### config.mk
export PLATFORM = sky130hd
export DESIGN_NAME = crypt_chan_arb
export DESIGN_NICKNAME = d
export VERILOG_FILES = /design/src/rtl/crypt_chan_arb.sv
export SDC_FILE = /design/constraint.sdc
export NUM_CORES = 1
export LEC_CHECK = 0
export ABC_AREA = 1
export CORE_ASPECT_RATIO = 1.1
export CORE_UTILIZATION = 42
export DETAILED_ROUTE_END_ITERATION = 6
export PLACE_DENSITY = 0.77
export SETUP_SLACK_MARGIN = 0.3
export SLEW_MARGIN = 40
export SYNTH_ARGS = -nofsm -noshare
export SYNTH_HDL_FRONTEND = slang
export SYNTH_SLANG_ARGS = --single-unit
### constraint.sdc
create_clock -name macCoreClk -period 1.7 [get_ports macCoreClk]
set_input_delay 0.51 -clock macCoreClk [delete_from_list [all_inputs] [get_ports macCoreClk]]
set_output_delay 0.51 -clock macCoreClk [all_outputs]
set_load 0.01 [all_outputs]
### src/rtl/crypt_chan_arb.sv
// N-channel round-robin front end for the CCMP engine: FIFO staging, result routing, null-key bypass.
// Optional per-channel frame/abort counters are enabled with `define CRYPT_ARB_STATS_EN.
module crypt_chan_arb #(
  parameter int unsigned NCHAN      = 2,
  parameter int unsigned DW         = 8,
  parameter int unsigned FIFO_DEPTH = 4,
  parameter int unsigned PLW        = 16
) (
  input  logic                 macCoreClk,
  input  logic                 nPRst,
  input  logic                 nSRst,
  input  logic [NCHAN-1:0]     chReq,
  output logic [NCHAN-1:0]     chGrant,
  input  logic [NCHAN*PLW-1:0] chPayloadLen,
  input  logic [NCHAN-1:0]     chNullKey,
  input  logic [NCHAN-1:0]     chWrEn_p,
  input  logic [NCHAN*DW-1:0]  chData,
  input  logic [NCHAN-1:0]     chPayloadEnd_p,
  input  logic [NCHAN-1:0]     chAbort_p,
  output logic                 chFull,
  output logic                 engInit_p,
  output logic                 engAbort_p,
  output logic [PLW-1:0]       engPayloadLen,
  output logic [DW-1:0]        engData,
  output logic                 engValid,
  output logic                 engLast,
  input  logic                 engReady,
  input  logic [DW-1:0]        engOutData,
  input  logic                 engOutValid_p,
  input  logic                 engOutLast_p,
  output logic [DW-1:0]        outData,
  output logic [NCHAN-1:0]     outValid,
  output logic [NCHAN-1:0]     outLast,
  output logic                 ovfErr_p,
  output logic                 muxIsIdle,
`ifdef CRYPT_ARB_STATS_EN
  output logic [NCHAN*16-1:0]  statFrames,
  output logic [NCHAN*8-1:0]   statAborts,
`endif
  output logic [1:0]           muxCS
);

  localparam int unsigned CW = (NCHAN > 1) ? $clog2(NCHAN) : 1;
  localparam int unsigned AW = $clog2(FIFO_DEPTH);

  typedef enum logic [1:0] {
    StIdle  = 2'd0,
    StInit  = 2'd1,
    StData  = 2'd2,
    StDrain = 2'd3
  } state_e;

  state_e           state_q, state_d;
  logic [NCHAN-1:0] grant_q, grant_d;
  logic [CW-1:0]    gidx_q, gidx_d;
  logic [CW-1:0]    rr_q, rr_d;
  logic [PLW-1:0]   len_q, len_d;
  logic             null_q, null_d;
  logic             init_q, init_d;
  logic             abort_q, abort_d;
  logic [AW-1:0]    wr_ptr_q, wr_ptr_d;
  logic [AW-1:0]    rd_ptr_q, rd_ptr_d;
  logic [AW:0]      cnt_q, cnt_d;
  logic [DW:0]      mem_q [FIFO_DEPTH];

  // Arbitration
  logic             arb_any, arb_hi_found;
  logic [CW-1:0]    arb_lo, arb_hi, arb_win;
  logic [PLW-1:0]   arb_len;
  logic             arb_null;

  always_comb begin
    arb_any      = 1'b0;
    arb_hi_found = 1'b0;
    arb_lo       = '0;
    arb_hi       = '0;
    // Descending scan leaves the lowest index overall and the lowest index at/after rr_q.
    for (int i = int'(NCHAN) - 1; i >= 0; i--) begin
      if (chReq[i]) begin
        arb_any = 1'b1;
        arb_lo  = CW'(i);
        if (CW'(i) >= rr_q) begin
          arb_hi_found = 1'b1;
          arb_hi       = CW'(i);
        end
      end
    end
    arb_win  = arb_hi_found ? arb_hi : arb_lo;
    arb_len  = '0;
    arb_null = 1'b0;
    for (int j = 0; j < int'(NCHAN); j++) begin
      if (CW'(j) == arb_win) begin
        arb_len  = chPayloadLen[j*PLW +: PLW];
        arb_null = chNullKey[j];
      end
    end
  end

  // Granted-channel input selection
  logic [DW-1:0] sel_data;
  logic          sel_wr, sel_end, sel_abort;

  always_comb begin
    sel_data = '0;
    for (int i = 0; i < int'(NCHAN); i++) begin
      if (grant_q[i]) sel_data = chData[i*DW +: DW];
    end
  end

  assign sel_wr    = (|(chWrEn_p & grant_q)) && (state_q == StData);
  assign sel_end   = |(chPayloadEnd_p & grant_q);
  assign sel_abort = |(chAbort_p & grant_q);

  // FIFO datapath
  logic          empty, full, pop, push, ovf, last_pop, eng_valid;
  logic [DW:0]   head;

  assign head      = mem_q[rd_ptr_q];
  assign empty     = (cnt_q == '0);
  assign full      = (cnt_q == (AW+1)'(FIFO_DEPTH));
  assign eng_valid = !empty && (state_q == StData) && !null_q;
  // Bypass frames drain the FIFO without any engine handshake.
  assign pop       = (state_q == StData) && !empty && (null_q || engReady);
  assign push      = sel_wr && (!full || pop);
  assign ovf       = sel_wr && full && !pop;
  assign last_pop  = pop && head[DW];

  always_ff @(posedge macCoreClk) begin
    if (push) mem_q[wr_ptr_q] <= {sel_end, sel_data};
  end

  logic [CW-1:0] rr_next;
  assign rr_next = (gidx_q == CW'(NCHAN - 1)) ? '0 : gidx_q + CW'(1);

  always_comb begin
    state_d  = state_q;
    grant_d  = grant_q;
    gidx_d   = gidx_q;
    rr_d     = rr_q;
    len_d    = len_q;
    null_d   = null_q;
    init_d   = 1'b0;
    abort_d  = 1'b0;
    wr_ptr_d = push ? wr_ptr_q + AW'(1) : wr_ptr_q;
    rd_ptr_d = pop ? rd_ptr_q + AW'(1) : rd_ptr_q;
    cnt_d    = cnt_q;
    if (push && !pop) cnt_d = cnt_q + (AW+1)'(1);
    if (pop && !push) cnt_d = cnt_q - (AW+1)'(1);

    unique case (state_q)
      StIdle: begin
        if (arb_any) begin
          grant_d = {{(NCHAN-1){1'b0}}, 1'b1} << arb_win;
          gidx_d  = arb_win;
          len_d   = arb_len;
          null_d  = arb_null;
          state_d = StInit;
        end
      end
      StInit: begin
        if (len_q == '0) begin
          grant_d = '0;
          rr_d    = rr_next;
          state_d = StIdle;
        end else begin
          init_d  = !null_q;
          state_d = StData;
        end
      end
      StData: begin
        if (last_pop) begin
          if (null_q || engOutLast_p) begin
            grant_d = '0;
            rr_d    = rr_next;
            state_d = StIdle;
          end else begin
            state_d = StDrain;
          end
        end
      end
      StDrain: begin
        if (engOutLast_p) begin
          grant_d = '0;
          rr_d    = rr_next;
          state_d = StIdle;
        end
      end
      default: state_d = StIdle;
    endcase

    if (sel_abort) begin
      state_d  = StIdle;
      grant_d  = '0;
      rr_d     = rr_next;
      init_d   = 1'b0;
      abort_d  = !null_q;
      wr_ptr_d = '0;
      rd_ptr_d = '0;
      cnt_d    = '0;
    end

    // Soft reset mirrors the async reset and suppresses any abort pulse.
    if (!nSRst) begin
      state_d  = StIdle;
      grant_d  = '0;
      gidx_d   = '0;
      rr_d     = '0;
      len_d    = '0;
      null_d   = 1'b0;
      init_d   = 1'b0;
      abort_d  = 1'b0;
      wr_ptr_d = '0;
      rd_ptr_d = '0;
      cnt_d    = '0;
    end
  end

  always_ff @(posedge macCoreClk or negedge nPRst) begin
    if (!nPRst) begin
      state_q  <= StIdle;
      grant_q  <= '0;
      gidx_q   <= '0;
      rr_q     <= '0;
      len_q    <= '0;
      null_q   <= 1'b0;
      init_q   <= 1'b0;
      abort_q  <= 1'b0;
      wr_ptr_q <= '0;
      rd_ptr_q <= '0;
      cnt_q    <= '0;
    end else begin
      state_q  <= state_d;
      grant_q  <= grant_d;
      gidx_q   <= gidx_d;
      rr_q     <= rr_d;
      len_q    <= len_d;
      null_q   <= null_d;
      init_q   <= init_d;
      abort_q  <= abort_d;
      wr_ptr_q <= wr_ptr_d;
      rd_ptr_q <= rd_ptr_d;
      cnt_q    <= cnt_d;
    end
  end

  // Result routing
  logic routed;
  assign routed = (state_q == StData) || (state_q == StDrain);

  always_comb begin
    outValid = '0;
    outLast  = '0;
    outData  = '0;
    if (null_q) begin
      if (pop)      outValid = grant_q;
      if (last_pop) outLast  = grant_q;
      if (pop)      outData  = head[DW-1:0];
    end else if (routed) begin
      if (engOutValid_p) outValid = grant_q;
      if (engOutLast_p)  outLast  = grant_q;
      if (engOutValid_p) outData  = engOutData;
    end
    // Zero-length frame: completion marker only.
    if (state_q == StInit && len_q == '0) outLast = grant_q;
  end

  assign chGrant       = grant_q;
  assign chFull        = full;
  assign engInit_p     = init_q;
  assign engAbort_p    = abort_q;
  assign engPayloadLen = len_q;
  assign engValid      = eng_valid;
  assign engData       = eng_valid ? head[DW-1:0] : '0;
  assign engLast       = eng_valid && head[DW];
  assign ovfErr_p      = ovf;
  assign muxIsIdle     = (state_q == StIdle);
  assign muxCS         = state_q;

`ifdef CRYPT_ARB_STATS_EN
  logic        frame_done, abort_evt;
  logic [15:0] frames_q [NCHAN];
  logic [7:0]  aborts_q [NCHAN];

  assign frame_done = (state_q != StIdle) && (state_d == StIdle) && !sel_abort && nSRst;
  assign abort_evt  = sel_abort && nSRst;

  always_ff @(posedge macCoreClk or negedge nPRst) begin
    if (!nPRst) begin
      for (int i = 0; i < int'(NCHAN); i++) begin
        frames_q[i] <= '0;
        aborts_q[i] <= '0;
      end
    end else if (!nSRst) begin
      for (int i = 0; i < int'(NCHAN); i++) begin
        frames_q[i] <= '0;
        aborts_q[i] <= '0;
      end
    end else begin
      if (frame_done && frames_q[gidx_q] != '1) frames_q[gidx_q] <= frames_q[gidx_q] + 16'd1;
      if (abort_evt && aborts_q[gidx_q] != '1)  aborts_q[gidx_q] <= aborts_q[gidx_q] + 8'd1;
    end
  end

  for (genvar g = 0; g < int'(NCHAN); g++) begin : gen_stats
    assign statFrames[g*16 +: 16] = frames_q[g];
    assign statAborts[g*8 +: 8]   = aborts_q[g];
  end
`endif

endmodule
==> qor.yml <==
fmax_mhz: 446
max_cap_viol_count: 0
synth_compound_area_share_pct: 15.2
yosysSeqAreaShare_pct: 52.5
dp_hpwl_um: 7970
vias_per_cell: 5.57
cellLeakagePower_nw: 3.15
numPortBuffers: 118
slowest_stage: "dfrtp_1"
die-width_um: 90.1
holdCritPathClass: "in -> async"
grt.overflow.total: 0
ctsHtreeMaxLevel: 3
post_dp_cell_area_mm2: 0.00571
dieArea_mm2: 0.00890
synth_cells: 412
hold_slack_ns: 0.513
grt_pass1_wl_um: 21100
yosysUniqueCellTypes: 33
synthAdderAreaFrac_pct: 1.96
hold_violations: 0
routed_wirelength_um: 15400
n_fill_cell: 381
drt_pre_antenna_iters: 7
yosys_warnings: 0
cts_buffers: 9
postLayoutCoreUtil_pct: 84.1
path_max_fanout: 5
async_flop_share_pct: 47.1
gr-usage-met1_pct: 32.6
grt_antenna_before_repair: 0
core_area_mm2: 0.00808
r2r_start: "muxCS[0]$_DFFE_PN0P_"
path_buf_inv: 5
finalNetCount: 731
rsz0062_at_grt: "true"
synth_area_per_cell_um2: 8.69
synth_top_family_by_area: "simple AND/OR/NAND/NOR gates"
final_area_mm2: 0.00680
drc: 0
use_met3_pct: 6.02
die_y_um: 98.9
start_util_pct: 44.3
synth.area.mux_share_pct: 0
initialDrtViolationCount: 254
max_stage_delay_ns: 0.43
drive_gt1_share_pct: 47.3
synthSimpleGateAreaFrac_pct: 21.9
path_delay_family: "buffers and inverters"
tritoncts: "yes"
ctsRootBufferMaster: "clkbuf_8"
area_growth_syn_to_layout_pct: 89.9
clock_skew_ns: 0.0154
max_slew.worst_pin.slew_ns: 0.418
r2r-end: "cnt_q[2]$_DFFE_PN0P_"
maxSlewHeadroom_pct: 72.1
yosysTopAreaCellShare_pct: 30.2
vias: 4269
finalSetupViolCount: 68
ys.flop_type: "edfxtp_1"
ant_nets: 0
clock_sinks: 68
synthTopCellsByArea: "edfxtp_1 (30%), dfrtp_1 (22%), nand2_1 (9.2%), nor2_1 (5.6%), inv_1 (5.2%)"
finalCriticalPeriod_ns: 2.24
grtUsageMet2_pct: 56.1
row_count: 34
startpoint_type: "flop"
grt_usage_pct: 30.5
grt-busiest-layer: "met2"
clockBufferDepth: 2
clk_latency_ns: 0.36
synth_nets: 489
grt_pass1_vias: 4293
finalCritPeriodShare_pct: 132
path_clk_slew_ns: 0.10
num_antenna_cells: 0
cts_hold_buf: 0
required_ns: 1.19
synth_area_leader_cell: "edfxtp_1"
cellPowerDensity_mw_per_mm2: 1080
synth-seq-cells: 68
cp_data_arrival_time_ns: 1.73
worst_slack_ns: -0.542
r2r_setup_slack_ns: -0.33
maxSlewViolCount: 0
worstSetupEndpointType: "output pin"
synthesis.area_mm2: 0.00358
pre_cts_ws_ns: -0.853
crit_chain: "buf_6 -> inv_8 -> buf_6 -> nand2_4 -> nand3_4 -> nand2_4 -> nand2_4 -> inv_4 -> nand3_2 -> nand3_2 -> buf_6"
post_drt_wl_per_cell_um: 20.1
status: "finished, violations left"
failed_checks: "negative setup slack"
cp_num_cells: 11
setup-tns-final_ns: -13.82
synth_edf_count: 36
worstSetupPathType: "reg -> out"
r2r_cells: 14
place.gp.congestion: 0.818
synth_xor_area_share_pct: 0.244
grt_max_degree: 33
io-pin-count: 119
ir_drop_uv: 869
[cell type report]
| class | instances | area [µm²] | area share [%] |
|---|---|---|---|
| clock buffers | 9 | 124 | 1.82 |
| flip-flops and latches | 68 | 1880 | 27.7 |
| well taps | 108 | 135 | 1.99 |
| repair buffers | 243 | 2400 | 35.3 |
| multi-input cells | 270 | 1950 | 28.6 |
| clock inverters | 7 | 58.8 | 0.865 |
| inverters | 62 | 253 | 3.72 |
[cells by family after synthesis]
group                    after synthesis
AND/OR/NAND/NOR                      184
AO/OA/AOI/OAI                         80
buffers and inverters                 74
flip-flops                            68
adder cells (fa/ha/maj)                5
XOR/XNOR                               1
[worst register-to-register path, stage by stage (launching register included)]
cell     delay, ns
dfrtp_2       0.42
inv_2         0.07
nand2_4       0.07
buf_6         0.14
a21oi_4       0.14
inv_2         0.07
buf_6         0.12
nand2_4       0.06
inv_2         0.03
fa_2          0.34
xor2_2        0.18
inv_1         0.08
nand2_1       0.07
nand2_1       0.04
o21ai_1       0.11
[power by group]
part           internal (mW)  total (mW)  leakage, nW  switching, mW
clock network          0.550        1.31       0.0868          0.759
registers               2.05        2.24        0.758          0.196
logic                   1.93        3.82         2.30           1.90
[synth_stat cells, types with 2 or more instances]
cell type / number
clkinv_1: 2
nor3_1: 3
nor2_2: 2
o22ai_1: 26
nand2_1: 88
dfrtp_1: 32
o21bai_1: 20
o21ai_2: 2
a21oi_2: 2
ha_1: 4
inv_2: 10
nand4_1: 3
nand2_2: 7
a32o_1: 8
buf_4: 2
buf_2: 4
clkbuf_1: 4
nand3_1: 23
nor2_1: 53
nor2_4: 3
inv_1: 50
a21oi_1: 16
edfxtp_1: 36
o21ai_1: 3
[worst max path at each step]
| stage | start | slack (ns) | to |
|---|---|---|---|
| after CTS | rd_ptr_q[0]$_DFFE_PN0P_ | -0.47 | outData[7] |
| final | rd_ptr_q[0]$_DFFE_PN0P_ | -0.54 | outLast[1] |
| after global routing | rd_ptr_q[0]$_DFFE_PN0P_ | -0.59 | outLast[1] |
| after global placement | engReady | -0.84 | ovfErr_p |
| after floorplan | muxCS[1]$_DFFE_PN0P_ | -0.02 | cnt_q[2]$_DFFE_PN0P_ |
| after detailed placement | engReady | -0.85 | ovfErr_p |
[what timing repair did]
action / CTS / global route
gates cloned: 3 / 3
gates resized for setup: 324 / 60
buffers inserted: 27 / 8
setup endpoints to repair: 114 / 114
pin swaps: 32 / 32
[layout by cell type (no fill, tap or decap), types with 11 or more instances in the layout]
cell type / netlist / final
nand2_1: 88 / 62
nand2_2: 7 / 17
buf_2: 4 / 22
o22ai_1: 26 / 17
nor2_2: 2 / 15
nor2_1: 53 / 32
nand2_4: 0 / 15
buf_6: 0 / 78
nor2_4: 3 / 11
dfrtp_1: 32 / 30
edfxtp_1: 36 / 36
o21bai_1: 20 / 17
clkdlybuf4s50_1: 0 / 65
buf_4: 2 / 60
nand3_1: 23 / 11
inv_1: 50 / 45
[registers in the layout, summed over array words and instances, names as in the netlist]
signal,count
mem_q,36
muxCS,2
rd_ptr_q,2
engPayloadLen,16
gidx_q,1
null_q,1
rr_q,1
engInit_p,1
chGrant,2
cnt_q,3
wr_ptr_q,2
engAbort_p,1
[through the flow]
step                      cells  total power, mW
after floorplan             412             3.42
after global placement      710             4.87
after detailed placement    710             4.94
after CTS                   756             6.80
after global routing        767             7.65
final                       767             7.37
[metal layers]
| layer | vias up | share of wire (%) |
|---|---|---|
| met3 | 79 | 7.3 |
| met2 | 272 | 52 |
| met4 | 0 | 6.1 |
| met5 | - | 0 |
| met1 | 2055 | 35 |
| li1 | 1863 | - |
No activity file was read; power rests on OpenSTA's default activity.
